**config.mk**
```make
export PLATFORM = sky130hd
export DESIGN_NAME = muldiv_unit
export DESIGN_NICKNAME = d
export VERILOG_FILES = /design/src/rtl/muldiv_unit.sv
export SDC_FILE = /design/constraint.sdc
export NUM_CORES = 1
export LEC_CHECK = 0
export CAP_MARGIN = 20
export CORE_MARGIN = 4
export CORE_UTILIZATION = 59
export CTS_CLUSTER_SIZE = 25
export DETAILED_ROUTE_END_ITERATION = 8
export HOLD_SLACK_MARGIN = 0.06
export PLACE_DENSITY = 0.92
export SYNTH_ARGS = -nofsm -noshare
export SYNTH_HDL_FRONTEND = slang
export SYNTH_SLANG_ARGS = --single-unit
```
**constraint.sdc**
```tcl
create_clock -name clk -period 4.7 [get_ports clk]
set_input_delay 1.41 -clock clk [delete_from_list [all_inputs] [get_ports clk]]
set_output_delay 1.41 -clock clk [all_outputs]
set_load 0.01 [all_outputs]
```
**src/rtl/muldiv_unit.sv**
```systemverilog
// Iterative 32x32 multiply/divide unit: signed/unsigned MULT and DIV.
// One radix-2 step per cycle over a shared 64-bit accumulator, followed
// by a two-cycle sign-fix phase. Fixed 34-edge latency from start to done.
module muldiv_unit (
   input  logic        clk,
   input  logic        reset_n,
   input  logic        start,
   input  logic [1:0]  op,
   input  logic [31:0] src_a,
   input  logic [31:0] src_b,
   output logic        busy,
   output logic        done,
   output logic [31:0] hi,
   output logic [31:0] lo
);

   typedef enum logic [1:0] {
      IDLE = 2'd0,
      CALC = 2'd1,
      FIX  = 2'd2
   } state_t;

   state_t      state_reg, state_next;
   logic [4:0]  count_reg;
   logic [63:0] acc_reg;
   logic [31:0] b_mag_reg;
   logic        is_div_reg;
   logic        neg_q_reg;
   logic        neg_r_reg;
   logic        div_zero_reg;

   // Operand decode for the start cycle: magnitudes and result signs.
   logic        op_signed;
   logic [31:0] a_mag, b_mag;
   assign op_signed = ~op[0];
   assign a_mag = (op_signed && src_a[31]) ? (32'd0 - src_a) : src_a;
   assign b_mag = (op_signed && src_b[31]) ? (32'd0 - src_b) : src_b;

   // Multiply step: conditional add of the multiplicand into the upper half,
   // then shift the whole accumulator right by one.
   logic [32:0] mul_sum;
   logic [63:0] mul_step;
   assign mul_sum  = {1'b0, acc_reg[63:32]} + (acc_reg[0] ? {1'b0, b_mag_reg} : 33'd0);
   assign mul_step = {mul_sum, acc_reg[31:1]};

   // Divide step: upper half is the remainder, lower half shifts dividend
   // bits out and quotient bits in. A zero divisor naturally yields an
   // all-ones quotient and the dividend as remainder.
   logic [32:0] div_shift;
   logic [33:0] div_diff;
   logic [63:0] div_step;
   assign div_shift = {acc_reg[63:32], acc_reg[31]};
   assign div_diff  = {1'b0, div_shift} - {2'b00, b_mag_reg};
   assign div_step  = div_diff[33] ? {div_shift[31:0], acc_reg[30:0], 1'b0}
                                   : {div_diff[31:0],  acc_reg[30:0], 1'b1};

   // Sign correction applied in the first FIX cycle. The quotient of a
   // divide by zero stays all-ones regardless of operand signs.
   logic [63:0] mul_fixed, div_fixed;
   assign mul_fixed = neg_q_reg ? (64'd0 - acc_reg) : acc_reg;
   assign div_fixed = {neg_r_reg ? (32'd0 - acc_reg[63:32]) : acc_reg[63:32],
                       (neg_q_reg && !div_zero_reg) ? (32'd0 - acc_reg[31:0]) : acc_reg[31:0]};

   // State register.
   always_ff @(posedge clk or negedge reset_n) begin
      if (!reset_n) state_reg <= IDLE;
      else          state_reg <= state_next;
   end

   // Next-state logic: CALC runs counter 0..31, FIX runs counter 0..1.
   always_comb begin
      state_next = state_reg;
      case (state_reg)
         IDLE:    if (start) state_next = CALC;
         CALC:    if (count_reg == 5'd31) state_next = FIX;
         FIX:     if (count_reg == 5'd1) state_next = IDLE;
         default: state_next = IDLE;
      endcase
   end

   // Datapath, counter and registered outputs.
   always_ff @(posedge clk or negedge reset_n) begin
      if (!reset_n) begin
         count_reg    <= 5'd0;
         acc_reg      <= 64'd0;
         b_mag_reg    <= 32'd0;
         is_div_reg   <= 1'b0;
         neg_q_reg    <= 1'b0;
         neg_r_reg    <= 1'b0;
         div_zero_reg <= 1'b0;
         busy         <= 1'b0;
         done         <= 1'b0;
         hi           <= 32'd0;
         lo           <= 32'd0;
      end else begin
         done <= 1'b0;
         case (state_reg)
            IDLE: begin
               if (start) begin
                  count_reg    <= 5'd0;
                  acc_reg      <= {32'd0, a_mag};
                  b_mag_reg    <= b_mag;
                  is_div_reg   <= op[1];
                  neg_q_reg    <= op_signed && (src_a[31] ^ src_b[31]);
                  neg_r_reg    <= op_signed && src_a[31];
                  div_zero_reg <= (src_b == 32'd0);
                  busy         <= 1'b1;
               end
            end
            CALC: begin
               acc_reg   <= is_div_reg ? div_step : mul_step;
               count_reg <= (count_reg == 5'd31) ? 5'd0 : count_reg + 5'd1;
            end
            FIX: begin
               if (count_reg == 5'd0) begin
                  acc_reg   <= is_div_reg ? div_fixed : mul_fixed;
                  count_reg <= 5'd1;
               end else begin
                  hi        <= acc_reg[63:32];
                  lo        <= acc_reg[31:0];
                  done      <= 1'b1;
                  busy      <= 1'b0;
                  count_reg <= 5'd0;
               end
            end
            default: begin
               count_reg <= 5'd0;
            end
         endcase
      end
   end

endmodule

```
Yosys cells after proc, flatten, opt, wreduce, memory -nomap -nowiden

Index checks and enable logic that the tools add are counted.

Bits in registers: 173
Logic and storage cells: 77
Input bits: 69
Output and inout bits: 66

Equality and inequality tests: 12
Reductions and logical operators: 16
Mux-type cells: 25
Bitwise gates (word level): 3
$add $sub $neg: 8

Operators with widths:

| operator                                            | count |
|---|---|
| two-way mux 64 bit                                  | 6 |
| case mux 64 bit (3 select lines)                    | 1 |
| two-way mux 32 bit                                  | 5 |
| subtractor 1 x 32 -> 32 bit, first input constant   | 4 |
| subtractor 1 x 64 -> 64 bit, first input constant   | 1 |
| subtractor 33 x 32 -> 34 bit                        | 1 |
| adder 32 x 32 -> 33 bit                             | 1 |
| logical NOT 32 bit                                  | 1 |
| case mux 5 bit (3 select lines)                     | 1 |
| two-way mux 5 bit                                   | 2 |
| inequality test 2 bit, second input constant        | 5 |
| AND reduction 5 bit                                 | 2 |
| inequality test 3 bit, second input constant        | 3 |
| two-way mux 2 bit                                   | 3 |
| case mux 2 bit (3 select lines)                     | 1 |
| AND reduction 3 bit                                 | 2 |
| adder 5 x 1 -> 5 bit, second input constant         | 1 |
| equality test 5 x 1 -> 1 bit, second input constant | 1 |
| equality test 5 bit, second input constant          | 1 |
| logical NOT 5 bit                                   | 1 |
| two-way mux 1 bit                                   | 5 |
| logical AND 1 bit                                   | 4 |
| AND reduction 2 bit                                 | 2 |
| nonzero test 3 bit                                  | 1 |
| other kinds (8)                                     | 9 |

Depth between registers and ports, before layout

Gate-level depths: netlist (run 1).

Word-level depth: 6
Mapped depth: 15
Mapped depth without buffers: 13

Worst setup path after synthesis (run 1)

No wires, ideal clock.

Path type: input port to flip-flop
Start point: input port src_a[4]
End point: register acc_reg[29]
Data required time: 4.582 ns
Stages: 10
Data arrival time: 3.498 ns
Setup slack: 1.084 ns
Path buffers: 0
Library setup time: 0.118 ns
Path through: or4_4 -> nor2_4 -> nand3_2 -> or4_4 -> nor4_4 -> a21oi_2 -> xor2_1 -> nor2_1 -> o21ai_1 -> a21o_1

Word-level cells in the longest chain between the ends: 4

Ends and longest elaborated chain:

| item                             | line | RTL |
|---|---|---|
| start: declaration               | 9    | `input logic [31:0] src_a,` |
| subtractor 1 x 32 -> 32 bit      | 36   | `assign a_mag = (op_signed && src_a[31]) ? (32'd0 - src_a) : src_a;` |
| two-way mux 32 bit               | 36   |  |
| two-way mux 64 bit               | 99   | `if (start) begin` |
| case mux 64 bit (3 select lines) | 97   | `case (state_reg)` |
| end signal: assignment           | 101  | `acc_reg <= {32'd0, a_mag};` |
| end signal: assignment           | 111  | `acc_reg <= is_div_reg ? div_step : mul_step;` |
| end signal: assignment           | 116  | `acc_reg <= is_div_reg ? div_fixed : mul_fixed;` |
| end: declaration                 | 25   | `logic [63:0] acc_reg;` |

No other way between the ends. The select of a mux whose other input is x is not followed.
A chain may end at the register's enable or synchronous reset.

Worst setup path after layout (run 1)

Start point: input port src_a[4]
End point: register acc_reg[31]

The elaborated chain is that of the path after synthesis.

==> results list, run 1 <==
- Run status: complete, no violations
* H-tree depth reported by CTS: 4
* Leakage power summed over all cells: 0.00734 uW
- After detailed routing, the total wire length is 41300 microns.
- The library cell used most frequently in the layout, excluding fill and tap cells, is sky130_fd_sc_hd__nand2_1.
- Routed WL per cell: 18.4 microns
- For this run, the post-layout net count is 2064.
- Clock Path Buffers: 2
- Top-Level Pins: 135
- The startpoint identified for the worst hold timing path is lo[16]$_DFFE_PN0P_.
- Number of instances resized during post-cts repair: 0
- Path type of the worst min-delay path: reg -> reg
- The register with the most flip-flops in the layout has 64 of them.
- Area Overhead vs Synth: 14.9%
* Die area: 26500 sq um
- Max_cap viols: 0
- The worst setup path is of the in -> reg kind.
- Crit path time final: 4.04 ns
- For this run, asynchronously set or reset flops after synthesis account for 1.00.
- Synth cell types: 79
* Number of antenna violations at the first check in global routing: 0
* Pin count of the biggest net entering global routing: 102
- Cts hold-fix bufs: 0
* Root buffer cell: sky130_fd_sc_hd__clkbuf_16
- Global-route wire length before repair: 67300 microns
- Worst setup slack for register-to-register paths: 0.66 ns
- Routed via count: 14.3k
- In this run the tool buffered the top-level ports with 134 buffer cells.
- Post-detailed-route via-to-cell ratio: 6.35
* Area of the placeable core: 23500 sq um
- Measured against its own limit, the worst slew margin works out to 0.298.
- Yosys reg bits: 173
- Post-CTS setup buffers: 0
* Synth Flop Type: sky130_fd_sc_hd__dfrtp_1
* Via count of the first global-routing pass: 13.3k
- TritonCTS built the clock tree.
* Cell total after placement: 2216
- For this run, the top clock speed supported by timing is 0.248 GHz.
* Total clock buffers created by CTS: 17
- Setup violations remaining at the end of the flow were counted as 0.
- In the global route stage, overall resource usage came out at 0.309.
- # diodes: 0
- For this run, design rule violations remaining after detail routing come to 0.
- The Yosys step of the flow raised 0 warnings.
* Vertical die dimension: 163 microns
- Routability-driven placement finished with a final weighted congestion of 0.966.
* EDFF count, synth: 0
- Dividing the final minimum period by the clock period gives 0.859.
* Ratio of cells with drive above 1 in the final layout: 0.0482
- At the pin with the least slew margin, the transition time is 1.05 ns.
- In the layout the commonest cells are 357 x sky130_fd_sc_hd__nand2_1, 191 x sky130_fd_sc_hd__o21ai_0, 172 x sky130_fd_sc_hd__dfrtp_1, 143 x sky130_fd_sc_hd__nor2_1, 133 x sky130_fd_sc_hd__clkdlybuf4s50_1.
* Overflow left after global routing: 0
- For the worst setup path, the data arrival time is 4.42 ns.
* Launching point of the worst reg2reg path: acc_reg[0]$_DFFE_PN0P_
- In this run the worst path has a maximum fanout of 8.
- Horizontal die dimension: 163 microns
- Non-filler instance count after layout: 2248
* Mapped cell area: 14100 sq um
- Cell count after synthesis: 1851
- The worst-case IR drop observed on VDD is 0.000428 V.
* Number of pins exceeding their max-slew limit in the final report: 0
- The worst setup path is captured at a flip-flop.
- Share of the yosys chip area belonging to registers: 0.306
- Post-detailed-placement half-perimeter wirelength: 30500 microns
- Final total negative setup slack: 0 ns
* Synth Net Count: 1999
* CTS sink count: 173
* Hold Vio Cnt, Final: 0
* Power Density: 699 nW/um^2
- DR iter-0 viols: 2228
- For this configuration, the core starts out at a cell density of 0.600.
- Antenna-violating nets left: 0
- Average instance area after synthesis: 7.63 sq um
- Row count: 56
- In this run the worst setup path begins at src_a[4].
- After clock tree synthesis, the clock-pin slew on the worst setup and hold paths is 0.07 ns.
* Category of the worst setup path launch point: primary input
- The first detailed-routing pass ran for 9 iterations.
- Setup repair after global routing left no endpoint under its margin.
* Clock Skews: 0.0121 ns
* Worst skew pair latency: 0.45 ns
- Required arrival time at the worst endpoint: 5.08 ns
-- final timing paths --
| check | end | depth (start not counted) |
|---|---|---|
| hold reg to reg | lo[16]$_DFFE_PN0P_ | 2 |
| setup / recovery | acc_reg[31]$_DFFE_PN0P_ | 11 |
| hold / removal | lo[16]$_DFFE_PN0P_ | 2 |
| max in group asynchronous | b_mag_reg[22]$_DFFE_PN0P_ | 2 |
| setup reg to reg | acc_reg[63]$_DFFE_PN0P_ | 13 |
| min in group asynchronous | lo[4]$_DFFE_PN0P_ | 1 |
-- worst max-delay path, cell delays in order --
cell and delay (ns):
sky130_fd_sc_hd__clkdlybuf4s50_1 0.46, sky130_fd_sc_hd__or4_4 0.58, sky130_fd_sc_hd__nor2_4 0.14, sky130_fd_sc_hd__nand3_2 0.11
sky130_fd_sc_hd__or4_4 0.46, sky130_fd_sc_hd__nor4_4 0.43, sky130_fd_sc_hd__a31o_1 0.24, sky130_fd_sc_hd__a21oi_1 0.08
sky130_fd_sc_hd__nor4_1 0.28, sky130_fd_sc_hd__o21ai_0 0.13, sky130_fd_sc_hd__nand2_1 0.09
-- synth_stat cells, types with 20 or more instances --
library cell | n | share of area
sky130_fd_sc_hd__nand2_1 | 359 | 0.095
sky130_fd_sc_hd__inv_1 | 63 | 0.017
sky130_fd_sc_hd__a21o_1 | 42 | 0.022
sky130_fd_sc_hd__o21ai_0 | 191 | 0.068
sky130_fd_sc_hd__xor2_1 | 65 | 0.040
sky130_fd_sc_hd__xnor2_1 | 69 | 0.043
sky130_fd_sc_hd__dfrtp_1 | 173 | 0.31
sky130_fd_sc_hd__mux2i_1 | 29 | 0.021
sky130_fd_sc_hd__nor3_1 | 60 | 0.021
sky130_fd_sc_hd__nand3_1 | 24 | 0.0085
sky130_fd_sc_hd__clkbuf_1 | 91 | 0.024
sky130_fd_sc_hd__a21oi_1 | 124 | 0.044
sky130_fd_sc_hd__o221ai_1 | 20 | 0.012
sky130_fd_sc_hd__nor2_1 | 143 | 0.038
sky130_fd_sc_hd__ha_1 | 77 | 0.068
-- metal layers --
layer  track usage  routed length (microns)  vias to the layer above
li1              -                        -                     6698
met3        0.0754                     5130                      115
met1         0.454                    17600                     6533
met5             0                        0                        -
met2         0.449                    17300                      935
met4        0.0984                     1210                        0
-- logic make-up (layout without fill, tap and decap cells) --
family / count (synthesis) / after routing / synth area share
compound gates: 533 / 533 / 0.234
xor+xnor: 134 / 134 / 0.0831
fa+ha+maj: 79 / 79 / 0.0710
buf+inv: 177 / 255 / 0.0483
flops: 173 / 173 / 0.306
mux: 41 / 41 / 0.0301
simple gates: 714 / 714 / 0.227
-- through the flow --
stage	power (uW)	setup slack (ns)	area (sq um)	hold WS, ns	util
final	11300	0.665	16200	0.474	0.689
after global routing	12200	0.395	16200	0.497	0.689
after CTS	11100	0.741	16200	0.479	0.689
after detailed placement	9610	0.296	15600	0.462	0.664
after global placement	9390	0.393	15600	0.456	0.664
after floorplan	7540	1.08	14100	0.449	-
-- layout make-up --
cell class / instances / area (sq um)
Sequential cell: 173 / 4330
Multi-Input combinational cell: 1501 / 9120
Fill cell: 1916 / 7320
Timing Repair Buffer: 158 / 1550
Tap cell: 319 / 399
Clock buffer: 19 / 433
Inverter: 65 / 244
Clock inverter: 13 / 151
-- where the power goes --
part	total [uW]	switching [uW]	internal, uW
Sequential	2860	753	2110
Clock	1440	691	754
Combinational	7040	4250	2790
Power figures use the tool's default switching activity.
==> run 2, diff against run 1 <==
--- a/config.mk
+++ b/config.mk
@@ -7,11 +7,12 @@
 export LEC_CHECK = 0
 export CAP_MARGIN = 20
 export CORE_MARGIN = 4
-export CORE_UTILIZATION = 59
+export CORE_UTILIZATION = 60
 export CTS_CLUSTER_SIZE = 25
 export DETAILED_ROUTE_END_ITERATION = 8
 export HOLD_SLACK_MARGIN = 0.06
-export PLACE_DENSITY = 0.92
+export PLACE_DENSITY = 0.93
+export RECOVER_POWER = 50
 export SYNTH_ARGS = -nofsm -noshare
 export SYNTH_HDL_FRONTEND = slang
 export SYNTH_SLANG_ARGS = --single-unit
==> constraint.sdc (replaced) <==
create_clock -name clk -period 5 [get_ports clk]
set_input_delay 1.5 -clock clk [delete_from_list [all_inputs] [get_ports clk]]
set_output_delay 1.5 -clock clk [all_outputs]
set_load 0.01 [all_outputs]
==> run 2 against run 1 <==
- the flow now finishes with violations (max-capacitance violations, max-slew violations)
- clock power shrank 8%
- sequential share of layout area grew 0.10 points
- utilization grew 1.6 points
- sequential power shrank 6%
- worst setup slack gained 0.19 ns
- critical endpoint is now acc_reg[23]$_DFFE_PN0P_
- non-clock buffer count grew 3
- cell count shrank 0.13%
- hold slack is essentially flat
- total power shrank 6.0%
- critical path depth shrank 1
==> results list, run 2 (synthesized netlist as in run 1, its figures left out) <==
- The sequential cells in the finished layout cover a total of 4330 sq um.
* Cts hold-fix bufs: 0
- Placer Congestion: 0.984
- H-tree depth reported by CTS: 4
- The repair_antennas step left the layout with diodes totalling 0.
- Number of fillers in the final layout: 1833
- Overflow left after global routing: 0
- Launching point of the worst reg2reg path: acc_reg[43]$_DFFE_PN0P_
- Crit Path Class: in -> reg
* Antenna-violating nets left: 0
- Setup repair after global routing left no endpoint under its margin.
* Root buffer cell: sky130_fd_sc_hd__clkbuf_16
- Max-cap violations in this run came to 3.
- The first global-routing pass estimated 69000 microns of wire.
* Routed via count: 14.6k
- Summed over all failing endpoints, the final setup total negative slack is 0 ns.
- The region available for standard cell placement spans 22900 sq um.
- Final period util: 0.828
- Post-CTS setup buffers: 0
* Total wire length after detailed routing: 42500 microns
* VDD IR max: 0.000475 V
- The number of global-route vias before repair is 13.5k.
- Top-Level Pins: 135
- Number of antenna violations at the first check in global routing: 0
- TritonCTS clock tree: done
* Overall fraction of global-route tracks in use: 0.321
- Horizontal die dimension: 161 microns
- Setup crit end kind: flip-flop
- Of all nets on the critical path, the largest fanout is 8.
- DRC viols: 0
- Setup violations remaining at the end of the flow were counted as 0.
* Maximum clock frequency: 0.242 GHz
* Area used by multi-input combinational logic: 9120 sq um
- Critical Path AT: 4.43 ns
- Clock tree synthesis inserted a total of 17 buffers.
- Routed WL per cell: 18.9 microns
* Die area: 26100 sq um
- For the pin with the worst max-slew slack, the measured transition is 2.44 ns.
- Clock-pin slew was measured on the worst setup and hold paths at 0.07 ns.
- Leakage power summed over all cells: 0.00731 uW
- First drt pass iteration count: 6
* Most used cells in the layout excluding fill and tap cells: 358 x sky130_fd_sc_hd__nand2_1, 191 x sky130_fd_sc_hd__o21ai_0, 172 x sky130_fd_sc_hd__dfrtp_1, 143 x sky130_fd_sc_hd__nor2_1, 132 x sky130_fd_sc_hd__clkdlybuf4s50_1
- The worst hold path begins at lo[22]$_DFFE_PN0P_.
* Row count: 55
- In the routed layout, each cell is associated on average with a via count of 6.50.
* Largest register FFs: 64
- Data on the critical path is required at its endpoint by 5.29 ns.
- Port Buffers: 134
- At the end of the flow, the number of nets in the layout was 2067.
- In the final layout, the share of cells above drive strength 1 is 0.0471.
- For this design, the sink count on the clock tree is 173.
- Power Density: 660 nW/um^2
- Setup WS pre-CTS: 0.503 ns
- In this run the tightest slew margin relative to its limit is -0.626.
- Path type of the worst min-delay path: reg -> reg
* Run status: finished, violations left
- From bottom edge to top edge, the die measures 161 microns.
- The total count of hold-check failures in the final report came to 0.
- Violations in the final reports: max-capacitance violations, max-slew violations
* Post-detailed-placement half-perimeter wirelength: 31600 microns
* Category of the worst setup path launch point: primary input
- Number of pins exceeding their max-slew limit in the final report: 223
- For the worst-skew pair, the clock arrives at the later sink with an insertion delay of 0.45 ns.
- Number of instances resized during post-cts repair: 0
* Crit path time final: 4.14 ns
- Source of the critical timing path: src_a[4]
- For the final database, setup skew stands at 0.0122 ns.
* Area Overhead vs Synth: 14.4%
- In this run, the number of DRC markers left after iteration 0 of detailed routing was 1708.
* Final worst slack: 0.859 ns
- Most common cell after layout, fill and taps aside: sky130_fd_sc_hd__nand2_1
- Clock Path Buffers: 2
* Pin count of the biggest net entering global routing: 100
- Effective utilization at floorplan: 0.616
-- run 2: cell types whose count changed in the layout (fill, tap and decap cells not counted), sizes merged --
cell,previous run,this run
inv,70,71
clkinvlp,3,5
bufinv,1,0
dlygate4sd3,0,1
clkdlybuf4s50,133,132
clkinv,4,3
clkbuf,19,24
buf,25,22
-- run 2: layout make-up --
class,instances,share of cell area
repair buffers,161,0.0941
clock buffers,18,0.0265
multi-input cells,1501,0.564
well taps,313,0.0242
flip-flops and latches,173,0.268
clock inverters,14,0.00805
inverters,65,0.0151
-- run 2: per-layer routing --
layer,vias up,part of all wire,global-route usage
li1,6702,-,-
met1,6750,0.42,0.471
met2,1017,0.42,0.467
met3,118,0.13,0.0783
met4,0,0.026,0.103
met5,-,0,0
-- run 2: worst paths after layout --
path                                           end  slack, ns  cells past startpoint
min                             lo[22]$_DFFE_PN0P_       0.47                      2
max                        acc_reg[23]$_DFFE_PN0P_       0.86                     10
min reg2reg                     lo[22]$_DFFE_PN0P_       0.47                      2
min in group asynchronous        lo[5]$_DFFE_PN0P_       1.77                      1
max reg2reg                acc_reg[40]$_DFFE_PN0P_       0.98                     11
max in group asynchronous  acc_reg[47]$_DFFE_PN0P_       1.16                      2
-- run 2: where the power goes --
group / switching, uW / internal [uW]
combinational: 4070 / 2600
clock: 659 / 657
sequential: 698 / 1980
total: 5420 / 5250
-- run 2: metrics by stage --
stage | instances | util | hold WS, ns | power, uW | area (sq um)
after floorplan | 1851 | - | 0.449 | 7090 | 14100
after global placement | 2213 | 0.682 | 0.458 | 8870 | 15600
after detailed placement | 2213 | 0.682 | 0.463 | 9110 | 15600
after CTS | 2245 | 0.706 | 0.480 | 10500 | 16200
after global routing | 2245 | 0.705 | 0.494 | 11400 | 16200
final | 2245 | 0.705 | 0.474 | 10700 | 16200
-- run 2: worst max-delay path, stage by stage --
cell	delay (ns)
sky130_fd_sc_hd__clkdlybuf4s50_1	0.47
sky130_fd_sc_hd__or4_4	0.58
sky130_fd_sc_hd__nor2_4	0.14
sky130_fd_sc_hd__nand3_2	0.12
sky130_fd_sc_hd__or4_4	0.46
sky130_fd_sc_hd__nor4_4	0.43
sky130_fd_sc_hd__a41oi_1	0.25
sky130_fd_sc_hd__xor2_1	0.20
sky130_fd_sc_hd__o22ai_1	0.17
sky130_fd_sc_hd__o21ai_0	0.10
